**src/rtl/instruction_memory_loadable.sv**
```systemverilog
// rtl/instruction_memory_loadable.sv - loadable instruction memory with registered fetch port; optional IMEM_BOUNDS_CHECK_EN fault checking
module instruction_memory_loadable #(
  parameter int          DEPTH    = 64,
  parameter logic [31:0] NOP_WORD = 32'hE1A00000
) (
  input  logic                     clk,
  input  logic                     rst,
  input  logic                     fetch_req,
  input  logic [31:0]              fetch_addr,
  output logic                     fetch_ready,
  output logic [31:0]              instruction,
  output logic                     instr_valid,
  output logic                     fault,
  input  logic                     load_start,
  input  logic                     load_valid,
  input  logic [31:0]              load_data,
  input  logic                     load_last,
  output logic                     load_ready,
  output logic                     load_done,
  output logic [$clog2(DEPTH):0]   load_count
);

  localparam int AW = $clog2(DEPTH);

  typedef enum logic {
    RUN  = 1'b0,
    LOAD = 1'b1
  } state_t;

  state_t state_q, state_d;

  // Power-up contents; reset never touches the array.
  logic [31:0] mem [DEPTH] = '{default: NOP_WORD};

  logic [AW-1:0] wptr;
  logic [AW-1:0] fetch_idx;
  logic          fetch_acc;
  logic          fetch_bad;
  logic          wr_en;
  logic          wr_at_end;
  logic          load_exit;

  assign fetch_ready = (state_q == RUN);
  assign load_ready  = (state_q == LOAD);
  assign fetch_acc   = fetch_req && fetch_ready;
  assign fetch_idx   = fetch_addr[AW+1:2];
  assign wr_en       = load_valid && load_ready;
  assign wr_at_end   = (wptr == AW'(DEPTH - 1));
  assign load_exit   = wr_en && (load_last || wr_at_end);

`ifdef IMEM_BOUNDS_CHECK_EN
  assign fetch_bad = (|fetch_addr[31:AW+2]) || (|fetch_addr[1:0]);
`else
  // Index wraps modulo DEPTH; upper and byte-offset bits play no part.
  logic unused_addr_bits;
  assign unused_addr_bits = ^{fetch_addr[31:AW+2], fetch_addr[1:0]};
  assign fetch_bad = 1'b0;
`endif

  // State register.
  always_ff @(posedge clk or negedge rst) begin
    if (!rst) state_q <= RUN;
    else      state_q <= state_d;
  end

  // Next state: RUN enters LOAD on load_start; LOAD leaves on last or final-slot word.
  always_comb begin
    state_d = state_q;
    case (state_q)
      RUN:     if (load_start) state_d = LOAD;
      LOAD:    if (load_exit)  state_d = RUN;
      default: state_d = RUN;
    endcase
  end

  // Load write pointer and word counter; pointer saturates at the last slot.
  always_ff @(posedge clk or negedge rst) begin
    if (!rst) begin
      wptr       <= '0;
      load_count <= '0;
    end else if (state_q == RUN && load_start) begin
      wptr       <= '0;
      load_count <= '0;
    end else if (wr_en) begin
      if (!wr_at_end) wptr <= wptr + 1'b1;
      load_count <= load_count + 1'b1;
    end
  end

  // Array write port for the load stream.
  always_ff @(posedge clk) begin
    if (wr_en) mem[wptr] <= load_data;
  end

  // Registered fetch result; instruction holds between fetches.
  always_ff @(posedge clk or negedge rst) begin
    if (!rst) begin
      instruction <= NOP_WORD;
      instr_valid <= 1'b0;
      fault       <= 1'b0;
    end else begin
      instr_valid <= fetch_acc;
      fault       <= fetch_acc && fetch_bad;
      if (fetch_acc) instruction <= fetch_bad ? NOP_WORD : mem[fetch_idx];
    end
  end

  // One-cycle completion pulse following the final accepted load word.
  always_ff @(posedge clk or negedge rst) begin
    if (!rst) load_done <= 1'b0;
    else      load_done <= load_exit;
  end

endmodule

```
**config.mk**
```make
export PLATFORM = sky130hd
export DESIGN_NAME = instruction_memory_loadable
export DESIGN_NICKNAME = d
export VERILOG_FILES = /design/src/rtl/instruction_memory_loadable.sv
export SDC_FILE = /design/constraint.sdc
export NUM_CORES = 2
export LEC_CHECK = 0
export CORE_MARGIN = 2
export CORE_UTILIZATION = 40
export CTS_BUF_LIST = sky130_fd_sc_hd__clkbuf_16
export DETAILED_ROUTE_END_ITERATION = 10
export GPL_TIMING_DRIVEN = 0
export PLACE_DENSITY = 0.63
export SYNTH_ARGS = -nofsm -noshare
export SYNTH_HDL_FRONTEND = slang
export SYNTH_SLANG_ARGS = --single-unit
```
**constraint.sdc**
```tcl
create_clock -name clk -period 6.9 [get_ports clk]
set_clock_uncertainty 0.2 [all_clocks]
set_input_delay 1.38 -clock clk [delete_from_list [all_inputs] [get_ports clk]]
set_output_delay 1.38 -clock clk [all_outputs]
set_load 0.02 [all_outputs]
```
======== Yosys cells after proc, flatten, opt, wreduce, memory -nomap -nowiden ========
Memories as Yosys holds them, arrays and structs flattened. A register that Yosys moved wholly into a read port is not among the register bits.
Index checks and enable logic that the tools add are counted.
operators by class
  add/sub/neg operators ................... 2
  eq/ne operators ......................... 2
  multiplexer cells ....................... 10
  bitwise logic cells ..................... 1
  reduce and logical (&&, ||, !) cells .... 8
operators by type and width
  kind                                                    count
  2-to-1 mux 6 bit                                        3
  2-to-1 mux 7 bit                                        2
  adder 7 x 1 -> 7 bit (second input constant)            1
  adder 6 x 1 -> 6 bit (second input constant)            1
  equality test 6 bit (second input constant)             1
  logical AND 1 bit                                       4
  2-to-1 mux 1 bit                                        4
  inequality test 2 x 1 -> 1 bit (second input constant)  1
  case mux 1 bit (2 select lines)                         1
  AND reduction 2 bit                                     1
  nonzero test 2 bit                                      1
  logical NOT 1 bit                                       1
  logical OR 1 bit                                        1
  NOT 1 bit                                               1
storage, ports and cells
  register bits ........................... 16
  bits in writable memories ............... 2048
  output and inout bits ................... 44
  logic and storage cells ................. 29
  memories kept ........................... 1
memories
  memory  depth  width  read ports  clocked after memory_dff  write ports  line  text
  mem     64     32     1           1                         1            33    logic [31:0] mem [DEPTH] = '{default: NOP_WORD};

======== Logic depth before layout (Yosys ltp) ========
  word-level depth ........................ 5
  mapped depth ............................ 10
  mapped depth without buffers ............ 7

======== Worst setup path after synthesis ========
OpenSTA, ideal clock, no wires.
  kind .................................... in2reg
  from .................................... in load_valid
  to ...................................... mem mem[29][0] (enable)
  setup time .............................. 0.421 ns
  arrival ................................. 3.523 ns
  data required time ...................... 6.279 ns
  path slack .............................. 2.756 ns
  cell stages on the path ................. 4
  path through ............................ and2_1 -> clkbuf_1 -> nand4b_1 -> nor2_1
on the way
  cells in the longest elaborated chain, start to end .. 3
RTL lines
  what                                    line  text
  start, declared                         15    input logic load_valid,
  logical AND 1 bit                       47    assign wr_en = load_valid && load_ready;
  2-to-1 mux 1 bit                        92    if (wr_en) mem[wptr] <= load_data;
  2-to-1 mux 1 bit (not written as such)  92
  end, declared                           33
Every way passes these cells.

==> metrics.md <==
| Metric | Value |
|---|---|
| Endpoints failing hold | 0 |
| RSZ-0062 raised after global routing | no |
| Largest net degree at the start of global routing | 64 |
| Sequential area share after synthesis | 0.786 |
| Drt pass-1 iters | 5 |
| Clk sinks | 2096 |
| PwrDens | 288 mW/mm^2 |
| Resize count post-CTS | 0 |
| GR peak layer | met2 |
| Crit start category | input port |
| CP Data Required Time | 7410 ps |
| Status | completed |
| Worst r2r src | load_ready |
| Total CTS buffers | 206 |
| Leakage power figure | 29.5 nW |
| Syn Nets | 3758 |
| Hpwl dp | 141 mm |
| Routed Antenna Nets | 0 |
| Initial antenna violation count | 12 |
| GRT met2 Usage | 0.328 |
| Pins over their slew limit | 0 |
| Die width | 450 um |
| Design Power | 26.6 mW |
| Worst Setup Path Type | input port to flip-flop |
| Buf/Inv on CP | 5 |
| Hold_buf cts | 0 |
| Io pins | 114 |
| Final weighted congestion in routability-driven placement | 0.901 |
| Highest Clock Rate | 184 MHz |
| Area Growth Syn to Fin | 16.1% |
| Crit end category | flip-flop |
| Slew HR | 0.149 |
| Beginning of the critical path | fetch_addr[4] |
| Initial Util | 0.403 |
| Worst-Skew Late Latency | 840 ps |
| Crit path max-delay cell type | clkbuf_1 |
| Port Buffer Count | 85 |
| Largest stage delay on the critical path | 730 ps |
| Iter 0 DRT Violations | 5012 |
| Max Cap Violations | 0 |
| Post-Syn Area | 0.0797 mm^2 |
| Internal power | 20.6 mW |
| Worst vdd ir | 0.000258 V |
| Setup violations, final | 0 |
| Hold Path Class | input port to asynchronous set/reset pin |
| Die footprint | 0.203 mm^2 |
| Fillers | 16100 |
| Syn. warnings | 0 |
| Dpl cells | 6508 |
| Drt total wl | 207 mm |
| Asr flop ratio synth | 0.0229 |
| Ys flop type | edfxtp_1 |
| Finished Layout Cells | 6885 |
| GRT met3 Usage | 0.0359 |
| Post-synth EDFFs | 2048 |
| FP Rows | 163 |
| Nets | 4148 |
| Vias | 39400 |
| Setup ws final | 1480 ps |
| Die Y | 450 um |
| CP most frequent cell | buf_2 |
| Vias in the first global route | 39100 |
| H-tree Lvls | 4 |
| Crit share post-route | 0.786 |
| Arr. time, crit path | 5930 ps |
| First-pass GRT wire length | 292 mm |
| Tmin final | 5420 ps |
| CP cell instances | clkdlybuf4s50_1 > buf_2 > buf_2 > buf_2 > clkbuf_1 > mux4_2 > a22oi_1 > nand4_1 > a221o_1 |
| CP delay by family, top | buffers and inverters |
| Register share of total power | 0.540 |
| Sw Ratio | 0.227 |
| Critical Path Fanout Max | 10 |
| Vias/cell | 5.72 |
| Synth Instances | 3686 |
| Yosys reg bits | 2096 |
| Core Area | 0.198 mm^2 |
| Comb power frac | 0.068 |
| CTS Buffer Depth | 3 |
| Net Switching | 6.05 mW |
| Wirelength per Cell | 30.1 um |
| Worst Tran Pin Value | 1270 ps |
| GR Layer Usage met1 | 0.276 |
| Setup TNS | 0 ps |
| GRT Overall Usage | 0.202 |
| Clock Tree Root | clkbuf_16 |
| Clock share of power | 0.392 |
| Post-CTS Setup Inserts | 0 |
| Clk pin slew, worst setup/hold paths | 60 ps |
| Layout cells sized above 1 | 0.231 |
| Netlist cell types | 46 |
| Remaining global-route overflow | 0 |
| Worst slack, placed | 638 ps |
| CTS tree | built |
| Syn Area/Cell | 21.6 um^2 |
| Drt drc | 0 |
## power by group through the flow
stage / clock network [mW] / logic (mW) / registers (mW)
after floorplan: 0 / 0.794 / 14.6
after global placement: 0 / 1.68 / 14.7
after detailed placement: 0 / 1.83 / 14.6
after CTS: 10.5 / 1.83 / 14.4
after global routing: 11.1 / 1.91 / 14.4
final: 10.4 / 1.82 / 14.4
## cells in the mapped netlist (3+ instances only)
master	n	area, um^2
nand3b_1	5	37.5
nand3_1	70	350
a221o_1	32	320
dfstp_2	6	158
o22ai_1	64	400
a21oi_1	33	165
or3b_2	3	26.3
or3_1	33	206
a211oi_1	63	473
buf_4	19	143
nor2b_1	36	225
buf_1	13	48.8
nand2_1	45	169
nand4_1	35	219
a22oi_1	160	1200
mux2i_1	290	2900
clkbuf_1	89	334
o21ai_0	7	35.0
edfxtp_1	2048	61500
nor2_1	82	308
mux4_2	384	8650
or2_2	3	18.8
buf_2	81	405
dfrtp_1	42	1050
buf_6	16	180
## kinds of logic after synthesis
kind of cell | Yosys count | synth area share
other | 1 | 0.0000470
buffers and inverters | 220 | 0.0140
AND/OR/NAND/NOR | 324 | 0.0207
flip-flops | 2096 | 0.786
multiplexers | 675 | 0.145
adder cells (fa/ha/maj) | 2 | 0.000314
XOR/XNOR | 3 | 0.000330
AO/OA/AOI/OAI | 365 | 0.0331
## worst paths after layout
kind	endpoint	depth (start not counted)	slack (ps)
setup / recovery	instruction[5]	9	1480
hold / removal	instruction[18]	1	270
setup reg to reg	mem[37][6]	5	2710
hold reg to reg	load_count[6]	1	290
max in group asynchronous	instruction[31]	2	5620
min in group clk	load_count[6]	1	290
## per-layer routing
| metal | part of all wire | vias up |
|---|---|---|
| met5 | 0.00039 | - |
| met4 | 0.033 | 12 |
| met3 | 0.073 | 290 |
| met2 | 0.49 | 1614 |
| met1 | 0.40 | 21100 |
| li1 | - | 16400 |
## cells in the final DEF, fill, tap and decap left out, drive strengths merged, types with 2 or more instances in the layout
| cell | n |
|---|---|
| a221o | 32 |
| clkinv | 97 |
| a22oi | 160 |
| mux2i | 290 |
| nand3b | 5 |
| or3b | 3 |
| dfstp | 6 |
| buf | 259 |
| xor2 | 2 |
| a21oi | 33 |
| or2 | 3 |
| clkbuf | 299 |
| mux4 | 384 |
| o22ai | 64 |
| edfxtp | 2048 |
| clkdlybuf4s50 | 52 |
| nor2b | 36 |
| o21ai | 7 |
| and2 | 2 |
| and3 | 2 |
| ha | 2 |
| a31oi | 2 |
| nand4 | 35 |
| nor2 | 83 |
| nand2 | 45 |
| inv | 58 |
| a211oi | 63 |
| nand3 | 70 |
| bufinv | 6 |
| or3 | 33 |
| diode | 5 |
| clkinvlp | 3 |
| dfrtp | 42 |
## worst register-to-register path: cells and delay by family, from the launching register on
family / cells / cell delay (ps)
simple gates: 3 / 2450
flops: 1 / 420
buf+inv: 2 / 790
## metrics by stage
| step | area [um^2] | utilization | hold WS, ps |
|---|---|---|---|
| floorplan | 79700 | - | 394 |
| global placement | 83900 | 0.424 | 284 |
| detailed placement | 86300 | 0.437 | 283 |
| CTS | 92600 | 0.468 | 229 |
| global route | 92600 | 0.468 | 267 |
| finish | 92600 | 0.468 | 265 |
## state kept, by name, summed over array words and instances, names as in the netlist
register	count
load_done	1
mem	2048
instr_valid	1
wptr	6
load_ready	1
instruction	32
load_count	7
## final cells by class
class | instances | area [um^2] | share of cell area
Antenna cell | 5 | 12.5 | 0.000135
Clock inverter | 162 | 952 | 0.0103
Sequential cell | 2096 | 62700 | 0.677
Clock buffer | 210 | 5260 | 0.0568
Tap cell | 2640 | 3300 | 0.0357
Multi-Input combinational cell | 1370 | 16400 | 0.177
Timing Repair Buffer | 182 | 2820 | 0.0305
Buffer | 218 | 1110 | 0.0120
Inverter | 2 | 7.51 | 0.0000811
Power figures use the tool's default switching activity.
